`src/rtl/vmask_scan_pkg.sv`:
```
// Shared vALU mask-scan definitions.
// Holds the opSel encodings used by the mask-scan unit. Encodings 101..111 are reserved.
package vmask_scan_pkg;

   localparam int OP_W = 3;

   typedef enum logic [OP_W-1:0] {
      OP_CPOP  = 3'b000,
      OP_FIRST = 3'b001,
      OP_MSBF  = 3'b010,
      OP_MSIF  = 3'b011,
      OP_MSOF  = 3'b100
   } vmask_op_e;

endpackage

```
`src/rtl/vmask_scan_ffs.sv`:
```
// Combinational find-first-set over one mask beat.
// Ports:
//   vec    in   W          mask to scan
//   any    out  1          vec has at least one set bit
//   idx    out  log2(W)    position of the lowest set bit (0 when any=0)
//   onehot out  W          lowest set bit isolated (0 when any=0)
//   below  out  W          ones strictly below the lowest set bit (all-ones when any=0)
//   incl   out  W          ones up to and including the lowest set bit (all-ones when any=0)
module vmask_ffs
   import vmask_scan_pkg::*;
#(
   parameter int W = 64
) (
   input  logic [W-1:0]         vec,
   output logic                 any,
   output logic [$clog2(W)-1:0] idx,
   output logic [W-1:0]         onehot,
   output logic [W-1:0]         below,
   output logic [W-1:0]         incl
);

   localparam int IW = $clog2(W);

   always_comb begin
      any    = |vec;
      // Two's-complement trick: vec & -vec keeps only the lowest set bit.
      onehot = vec & (~vec + W'(1));
      // With no set bit the whole beat lies "before" the first, so both masks are full.
      below  = any ? (onehot - W'(1)) : '1;
      incl   = below | onehot;
      idx    = '0;
      for (int i = W - 1; i >= 0; i--) begin
         if (vec[i]) idx = IW'(i);
      end
   end

endmodule

```
`src/rtl/vmask_scan.sv`:
```
// RVV mask-scan unit: vcpop.m, vfirst.m, vmsbf.m, vmsif.m, vmsof.m.
// A register group streams through as beats framed by in_start/in_end; scan state
// carries across beats. Fixed 3-cycle latency, one beat per cycle, no backpressure.
// Ports:
//   clk, rst      clock, synchronous active-high reset
//   in_m0         source mask beat (vs2)
//   in_m1         active-element mask (v0 & body, combined upstream)
//   in_valid      beat valid; in_start/in_end/in_opSel are qualified by it
//   out_vec       per-beat result mask (msbf/msif/msof; 0 for other ops)
//   out_valid     out_vec valid, one per accepted beat
//   out_scalar    vcpop count / vfirst index, 0 unless out_sc_valid
//   out_sc_valid  scalar valid, on the beat that carried in_end
module vmask_scan
   import vmask_scan_pkg::*;
#(
   parameter int REQ_DATA_WIDTH  = 64,
   parameter int RESP_DATA_WIDTH = 64,
   parameter int OPSEL_WIDTH     = 3,
   parameter int SCALAR_WIDTH    = 32,
   parameter int BEAT_CNT_WIDTH  = 6
) (
   input  logic                       clk,
   input  logic                       rst,
   input  logic [REQ_DATA_WIDTH-1:0]  in_m0,
   input  logic [REQ_DATA_WIDTH-1:0]  in_m1,
   input  logic                       in_valid,
   input  logic                       in_start,
   input  logic                       in_end,
   input  logic [OPSEL_WIDTH-1:0]     in_opSel,
   output logic [RESP_DATA_WIDTH-1:0] out_vec,
   output logic                       out_valid,
   output logic [SCALAR_WIDTH-1:0]    out_scalar,
   output logic                       out_sc_valid
);

   localparam int IDX_W = $clog2(REQ_DATA_WIDTH);
   localparam int CNT_W = IDX_W + 1;

   // Pairwise adder tree over the beat's bits.
   function automatic logic [CNT_W-1:0] popcount(input logic [REQ_DATA_WIDTH-1:0] v);
      logic [CNT_W-1:0] s [REQ_DATA_WIDTH];
      for (int i = 0; i < REQ_DATA_WIDTH; i++) s[i] = CNT_W'(v[i]);
      for (int w = REQ_DATA_WIDTH / 2; w > 0; w = w / 2) begin
         for (int i = 0; i < w; i++) s[i] = s[2*i] + s[2*i+1];
      end
      return s[0];
   endfunction

   // Accumulate with saturation at all-ones.
   function automatic logic [SCALAR_WIDTH-1:0] sat_add(input logic [SCALAR_WIDTH-1:0] acc,
                                                       input logic [CNT_W-1:0]        inc);
      logic [SCALAR_WIDTH:0] sum;
      sum = {1'b0, acc} + (SCALAR_WIDTH+1)'(inc);
      return sum[SCALAR_WIDTH] ? '1 : sum[SCALAR_WIDTH-1:0];
   endfunction

   // ---- s0: register inputs, gated by in_valid ----
   logic                      vld_p0, start_p0, end_p0;
   logic [OPSEL_WIDTH-1:0]    op_p0;
   logic [REQ_DATA_WIDTH-1:0] m0_p0, m1_p0;

   always_ff @(posedge clk) begin
      if (rst) begin
         vld_p0   <= 1'b0;
         start_p0 <= 1'b0;
         end_p0   <= 1'b0;
         op_p0    <= '0;
         m0_p0    <= '0;
         m1_p0    <= '0;
      end else begin
         vld_p0   <= in_valid;
         start_p0 <= in_valid & in_start;
         end_p0   <= in_valid & in_end;
         op_p0    <= in_opSel & {OPSEL_WIDTH{in_valid}};
         m0_p0    <= in_m0 & {REQ_DATA_WIDTH{in_valid}};
         m1_p0    <= in_m1 & {REQ_DATA_WIDTH{in_valid}};
      end
   end

   // ---- s1: scan computation and state update ----
   logic                      scan_found;
   logic [SCALAR_WIDTH-1:0]   scan_pop, scan_fidx;
   logic [BEAT_CNT_WIDTH-1:0] scan_bidx;

   logic [REQ_DATA_WIDTH-1:0] act;
   logic                      ffs_any;
   logic [IDX_W-1:0]          ffs_idx;
   logic [REQ_DATA_WIDTH-1:0] ffs_onehot, ffs_below, ffs_incl;

   assign act = m0_p0 & m1_p0;

   vmask_ffs #(.W(REQ_DATA_WIDTH)) u_ffs (
      .vec    (act),
      .any    (ffs_any),
      .idx    (ffs_idx),
      .onehot (ffs_onehot),
      .below  (ffs_below),
      .incl   (ffs_incl)
   );

   logic                      is_cpop, is_first, is_msbf, is_msif, is_msof, op_ok, upd;
   logic                      found_c, found_n;
   logic [SCALAR_WIDTH-1:0]   pop_c, pop_n, fidx_n, scalar_c;
   logic [BEAT_CNT_WIDTH-1:0] bidx_c, bidx_n;
   logic [REQ_DATA_WIDTH-1:0] vec_c;
   logic                      sc_vld_c;

   always_comb begin
      is_cpop  = (op_p0 == OPSEL_WIDTH'(OP_CPOP));
      is_first = (op_p0 == OPSEL_WIDTH'(OP_FIRST));
      is_msbf  = (op_p0 == OPSEL_WIDTH'(OP_MSBF));
      is_msif  = (op_p0 == OPSEL_WIDTH'(OP_MSIF));
      is_msof  = (op_p0 == OPSEL_WIDTH'(OP_MSOF));
      op_ok    = is_cpop | is_first | is_msbf | is_msif | is_msof;
      // Reserved ops and bubbles leave the scan state untouched.
      upd      = vld_p0 & op_ok;

      // A start beat sees cleared state regardless of any unfinished group.
      found_c  = start_p0 ? 1'b0 : scan_found;
      pop_c    = start_p0 ? '0   : scan_pop;
      bidx_c   = start_p0 ? '0   : scan_bidx;

      pop_n    = sat_add(pop_c, popcount(act));
      found_n  = found_c | ffs_any;
      fidx_n   = (!found_c && ffs_any) ? SCALAR_WIDTH'({bidx_c, ffs_idx}) : scan_fidx;
      bidx_n   = bidx_c + BEAT_CNT_WIDTH'(1);

      // ffs masks already cover "no bit found"; m1 removes inactive positions.
      vec_c = '0;
      if (vld_p0 && !found_c) begin
         if (is_msbf) vec_c = ffs_below & m1_p0;
         if (is_msif) vec_c = ffs_incl & m1_p0;
         if (is_msof) vec_c = ffs_onehot;
      end

      sc_vld_c = vld_p0 & end_p0 & (is_cpop | is_first);
      scalar_c = '0;
      if (sc_vld_c) scalar_c = is_cpop ? pop_n : (found_n ? fidx_n : '1);
   end

   always_ff @(posedge clk) begin
      if (rst) begin
         scan_found <= 1'b0;
         scan_pop   <= '0;
         scan_fidx  <= '0;
         scan_bidx  <= '0;
      end else if (upd) begin
         scan_found <= found_n;
         scan_pop   <= pop_n;
         scan_fidx  <= fidx_n;
         scan_bidx  <= bidx_n;
      end
   end

   logic                       vld_p1, sc_vld_p1;
   logic [RESP_DATA_WIDTH-1:0] vec_p1;
   logic [SCALAR_WIDTH-1:0]    scalar_p1;

   always_ff @(posedge clk) begin
      if (rst) begin
         vld_p1    <= 1'b0;
         sc_vld_p1 <= 1'b0;
         vec_p1    <= '0;
         scalar_p1 <= '0;
      end else begin
         vld_p1    <= vld_p0;
         sc_vld_p1 <= sc_vld_c;
         vec_p1    <= RESP_DATA_WIDTH'(vec_c);
         scalar_p1 <= scalar_c;
      end
   end

   // ---- out: result registers ----
   logic                       vld_p2, sc_vld_p2;
   logic [RESP_DATA_WIDTH-1:0] vec_p2;
   logic [SCALAR_WIDTH-1:0]    scalar_p2;

   always_ff @(posedge clk) begin
      if (rst) begin
         vld_p2    <= 1'b0;
         sc_vld_p2 <= 1'b0;
         vec_p2    <= '0;
         scalar_p2 <= '0;
      end else begin
         vld_p2    <= vld_p1;
         sc_vld_p2 <= sc_vld_p1;
         vec_p2    <= vec_p1;
         scalar_p2 <= scalar_p1;
      end
   end

   assign out_vec      = vec_p2;
   assign out_valid    = vld_p2;
   assign out_scalar   = scalar_p2;
   assign out_sc_valid = sc_vld_p2;

endmodule
```
`config.mk`:
```
export PLATFORM = sky130hd
export DESIGN_NAME = vmask_scan
export DESIGN_NICKNAME = d
export VERILOG_FILES = /design/src/rtl/vmask_scan_pkg.sv /design/src/rtl/vmask_scan_ffs.sv /design/src/rtl/vmask_scan.sv
export SDC_FILE = /design/constraint.sdc
export NUM_CORES = 1
export LEC_CHECK = 0
export BUFFER_PORTS_ARGS = -buffer_cell sky130_fd_sc_hd__buf_2
export CAP_MARGIN = 10
export CORE_MARGIN = 4
export CORE_UTILIZATION = 55
export DETAILED_ROUTE_END_ITERATION = 7
export PLACE_DENSITY = 0.87
export SYNTH_ARGS = -nofsm -noshare
export SYNTH_HDL_FRONTEND = slang
export SYNTH_SLANG_ARGS = --single-unit
```
`constraint.sdc`:
```
create_clock -name clk -period 8 [get_ports clk]
set_input_delay 0.8 -clock clk [delete_from_list [all_inputs] [get_ports clk]]
set_output_delay 0.8 -clock clk [all_outputs]
set_load 0.005 [all_outputs]
```
* Word-level counts from Yosys, hierarchy flattened
Index checks and enable logic that the tools add are counted.
** Cells by class
- $add $sub $neg :: 67
- Equal/unequal tests :: 4
- Multiplexer cells :: 75
- Reductions and logical operators :: 7
- Bitwise gates (word level) :: 21
** Operators with widths (number)
- $mux W6 :: 65
- $and A64 B64 Y64 :: 6
- $mux W64 :: 4
- $mux W32 :: 5
- $add A1 B1 Y2 :: 32
- $add A64 B1 Y64 const B :: 1
- $not A64 Y64 :: 1
- $or A64 B64 Y64 :: 1
- $reduce_or A64 Y1 :: 1
- $sub A64 B1 Y64 const B :: 1
- $add A2 B2 Y3 :: 16
- $add A32 B7 Y33 :: 1
- $add A3 B3 Y4 :: 8
- $add A4 B4 Y5 :: 4
- $add A5 B5 Y6 :: 2
- $add A6 B6 Y7 :: 1
- $add A6 B1 Y6 const B :: 1
- $eq A3 B2 Y1 const B :: 2
- $and A1 B1 Y1 :: 5
- $or A1 B1 Y1 :: 5
- $reduce_or A2 Y1 :: 2
- $and A3 B3 Y3 :: 1
- $eq A3 B1 Y1 const B :: 1
- $eq A3 B3 Y1 const B :: 1
- other kinds (5) :: 7
** Storage, ports and cells
- Bits of input ports :: 136
- Output and inout bits :: 98
- Flip-flop bits (word level) :: 401

* Depth between registers and ports, before layout
- Depth in word-level cells :: 68
- Mapped depth :: 29
- Mapped depth without buffers :: 28

* Modules after synthesis
A second synthesis with hierarchy kept.
** Unflattened totals
- Cells, all modules :: 2026
- Area, all modules :: 18430.2 µm²
** Modules (own cells, without submodules)
- vmask_scan :: instances 1, sequential area each 8027.7 µm², area each 16175.5 µm², cells each 1625
- vmask_ffs :: instances 1, sequential area each 0.0 µm², area each 2254.7 µm², cells each 401

* Worst setup path before layout
Ideal clock, no wire load.
- Path kind :: reg-to-reg
- From :: register m1_p0[3]
- To :: register scalar_p1[6]
- Required time :: 7.858 ns
- Clock period less this slack :: 7.172 ns
- Cell stages (with the launch flop) :: 25
- Setup slack :: 0.828 ns
- Arrival :: 7.030 ns
- Path through :: dfxtp_1 > nand2_1 > inv_1 > fa_1 > inv_1 > fa_1 > fa_1 > fa_1 > fa_1 > fa_1 > fa_1 > fa_1 > inv_1 > fa_1 > fa_1 > a21o_1 > a21oi_1 > o21bai_1 > nand3_1 > nand2_1 > and4_1 > clkbuf_1 > nor2_1 > clkbuf_1 > a221oi_1
** On the way
- Longest elaborated chain between the ends :: 10
- Elaborated cells between the ends (all ways) :: 15
** RTL lines
- start, declared :: RTL line vmask_scan.sv:60 : logic [REQ_DATA_WIDTH-1:0] m0_p0, m1_p0;
- start signal, assigned :: RTL line vmask_scan.sv:76 : m1_p0 <= in_m1 & {REQ_DATA_WIDTH{in_valid}};
- $and A64 B64 Y64 * :: RTL line vmask_scan.sv:90 : assign act = m0_p0 & m1_p0;
- $add A1 B1 Y2 :: RTL line vmask_scan.sv:44 : for (int i = 0; i < w; i++) s[i] = s[2*i] + s[2*i+1];
- $add A2 B2 Y3 :: RTL line vmask_scan.sv:44
- $add A3 B3 Y4 :: RTL line vmask_scan.sv:44
- $add A4 B4 Y5 :: RTL line vmask_scan.sv:44
- $add A5 B5 Y6 :: RTL line vmask_scan.sv:44
- $add A6 B6 Y7 :: RTL line vmask_scan.sv:44
- $add A32 B7 Y33 :: RTL line vmask_scan.sv:53 : sum = {1'b0, acc} + (SCALAR_WIDTH+1)'(inc);
- $mux W32 :: RTL line vmask_scan.sv:54 : return sum[SCALAR_WIDTH] ? '1 : sum[SCALAR_WIDTH-1:0];
- $mux W32 * :: RTL line vmask_scan.sv:138 : if (sc_vld_c) scalar_c = is_cpop ? pop_n : (found_n ? fidx_n : '1);
- end signal, assigned :: RTL line vmask_scan.sv:169 : scalar_p1 <= scalar_c;
- end, declared :: RTL line vmask_scan.sv:157 : logic [SCALAR_WIDTH-1:0] scalar_p1;
Mark *: on every way between the ends. The rest lies on a longest branch, timed or not.
A chain may end at the register's enable or synchronous reset.

* Worst setup path after layout
- From :: register m1_p0[55]
- To :: register scan_pop[25]
** On the way
- Longest elaborated chain between the ends :: 9
** RTL lines
- $and A64 B64 Y64 :: RTL line vmask_scan.sv:90
- $add A1 B1 Y2 :: RTL line vmask_scan.sv:44
- $add A2 B2 Y3 :: RTL line vmask_scan.sv:44
- $add A3 B3 Y4 :: RTL line vmask_scan.sv:44
- $add A4 B4 Y5 :: RTL line vmask_scan.sv:44
- $add A5 B5 Y6 :: RTL line vmask_scan.sv:44
- $add A6 B6 Y7 :: RTL line vmask_scan.sv:44
- $add A32 B7 Y33 :: RTL line vmask_scan.sv:53
- $mux W32 :: RTL line vmask_scan.sv:54
- end signal, assigned :: RTL line vmask_scan.sv:149 : scan_pop <= pop_n;
- end, declared :: RTL line vmask_scan.sv:82 : logic [SCALAR_WIDTH-1:0] scan_pop, scan_fidx;
No other way between the ends.

==> results.cfg <==
[routing]
m1WireLength_um = 27600
post-route-drc-count = 0
wirelength_um = 65100
wl_met3_um = 9570
vias = 17525
ant_nets = 0
first_iter_violations = 2477
routedWlPerCell_um = 23.2
first_pass_iters = 7
wl_met2_um = 25900
highest_layer = met5
vias_per_cell = 6.25

[floorplan]
start_util = 0.558
fp.dieH_um = 193
rows = 67
die_w_um = 193
die_area_sq_um = 37100
coreArea_sq_um = 33600
num_io_pins = 234

[run]
maxCapViolCount = 0

[logic_synthesis]
synth_edf_count = 0
ys_ff_latch = 401
synth_cell_types = 79
async_flop_share = 0
syn_area_per_cell_sq_um = 8.77
syn_inst = 2140
syn_area_sq_um = 18800
synth-main-ff-cell = dfxtp_1
yosysWarnings = 0
synth_fp_nets = 2362
seq_area_frac_synth = 0.428

[critical_path]
cp-startpoint = m1_p0[55]
ff2ff_setup_slack_ns = 0.31
worstSetupPathType = reg2reg
cp_common_cell = fa_1
r2r_start = m1_p0[55]
rr_endpoint = scan_pop[25]
cpPeakStageDelay_ns = 0.52
end_kind = register
crit_path_start_kind = register
crit_path_top_delay_cell = fa_1
crit_end = scan_pop[25]
cp_data_required_time_ns = 8.45
crit_fanout = 12
critPathArrivalTime_ns = 8.14
rr_worst_depth = 28

[timing]
slew_headroom = 0.0433
maxSlewViolCount = 0
rsz0062_at_grt = true
fin_setup_tns_ns = 0
period_minus_slack_ns = 7.69
hold_violations = 0
period_share = 0.961
clock.fmax_mhz = 130
tightest_slew_ns = 1.42
finalSetupViolCount = 0
finClkSkew_ns = 0.0237

[clock_tree]
cts_buffers = 38
clk_pin_slew_ns = 0.07
tritoncts = done
root_buffer = clkbuf_16
clkLatencyLatePin_ns = 0.56
clock_sinks = 401
cts_buffer_depth = 3
h-tree-depth = 2

[finish]
final_cells = 2805
drive_gt1_frac = 0.150
final_core_util = 0.642
fillers = 2778
fin_nets = 2551
area_growth_pct = 15.1
antenna_cells = 0

[placement]
gp_congestion = 1.12
dp_hpwl_um = 48900
dp_cells = 2736
io_buffers = 233

[power]
power.density_nw_per_um2 = 209
vdd_drop_max_v = 0.000156
p_leak_uw = 0.00952

[grt]
antenna_found_initial = 3
grt_pass1_wl_um = 96300
grt_use_total = 0.338
grt_pass1_vias = 16080
grt_start_max_net_pins = 135
grt_overflow = 0

[worst_hold_path]
hold_class = reg2reg

[run_status]
status = completed
==> registers in the layout, summed over array words and instances, names as in the netlist, 3 cells and up <==
register	count
scan_pop	32
scalar_p1	32
vec_p1	64
out_scalar	32
m0_p0	64
m1_p0	64
scan_bidx	6
op_p0	3
scan_fidx	32
out_vec	64
==> cells by family (layout without fill, tap and decap cells) <==
family | after synthesis | after routing | share of synthesized area
fa+ha+maj | 87 | 87 | 0.0799
xor+xnor | 28 | 28 | 0.0131
mux | 17 | 17 | 0.00914
compound gates | 490 | 490 | 0.168
flops | 401 | 401 | 0.428
buf+inv | 190 | 407 | 0.0388
simple gates | 927 | 927 | 0.263
==> worst min-delay path by stage <==
stage	start	end	cells past startpoint
finish	vec_p1[31]	out_vec[31]	1
CTS	in_start	start_p0	2
global placement	scalar_p1[19]	out_scalar[19]	1
detailed placement	vec_p1[31]	out_vec[31]	1
global route	in_opSel[1]	op_p0[1]	2
floorplan	sc_vld_p1	out_sc_valid	1
==> report_power, final <==
part / switching, uW / internal [uW]
clock: 787 / 1070
sequential: 38.3 / 2030
combinational: 383 / 195
total: 1210 / 3300
==> layout by cell type (no fill, tap or decap), drive strengths merged, types with 31 or more instances in the layout <==
cell type / n
a211oi: 48
a21oi: 136
a22oi: 55
and2: 161
and3: 38
buf: 261
clkbuf: 49
dfxtp: 401
fa: 55
ha: 31
inv: 82
nand2: 194
nand3: 76
nor2: 129
nor2b: 123
nor3: 64
o21ai: 105
==> worst max-delay path: cells and delay by family, from the launching register on <==
kind | cells | cell delay, ns
compound gates | 4 | 0.87
simple gates | 6 | 0.96
flops | 1 | 0.37
buf+inv | 8 | 0.65
fa+ha+maj | 10 | 4.73
==> Yosys cell counts (64+ instances only) <==
cell type | n | area share
dfxtp_1 | 401 | 0.43
nand3_1 | 76 | 0.020
and2_1 | 160 | 0.053
a21oi_1 | 136 | 0.036
inv_1 | 77 | 0.015
o21ai_0 | 104 | 0.028
nor2b_1 | 123 | 0.041
nor3_1 | 64 | 0.017
clkbuf_1 | 102 | 0.020
nand2_1 | 194 | 0.039
nor2_1 | 129 | 0.026
==> per-stage QoR <==
step                      setup slack [ns]  power [uW]  area [sq um]  hold slack, ns
after global placement               0.488        2650         20300           0.418
final                                0.312        4510         21600           0.435
after floorplan                      0.828        2470         18800           0.414
after global routing              -0.00712        4660         21600           0.445
after detailed placement             0.273        2660         20300           0.423
after CTS                            0.264        4500         21600           0.436
==> per-layer routing <==
layer | up-vias | GRT usage
met1 | 8232 | 0.496
met5 | - | 0
met2 | 1217 | 0.464
met3 | 165 | 0.124
met4 | 6 | 0.0963
li1 | 7905 | -
==> timing repair <==
item / CTS / global route
setup buffers: 0 / 0
resized for setup: 0 / 2
hold buffers: 0 / 0
setup endpoints to repair: 0 / 14
==> cell type report <==
class | count | area [sq um] | share of cell area
Tap cell | 448 | 561 | 0.0260
Clock inverter | 19 | 216 | 0.0100
Inverter | 78 | 293 | 0.0136
Timing Repair Buffer | 261 | 1380 | 0.0641
Multi-Input combinational cell | 1549 | 10000 | 0.464
Clock buffer | 49 | 1080 | 0.0502
Sequential cell | 401 | 8030 | 0.372
(Power assumes the default switching activity.)
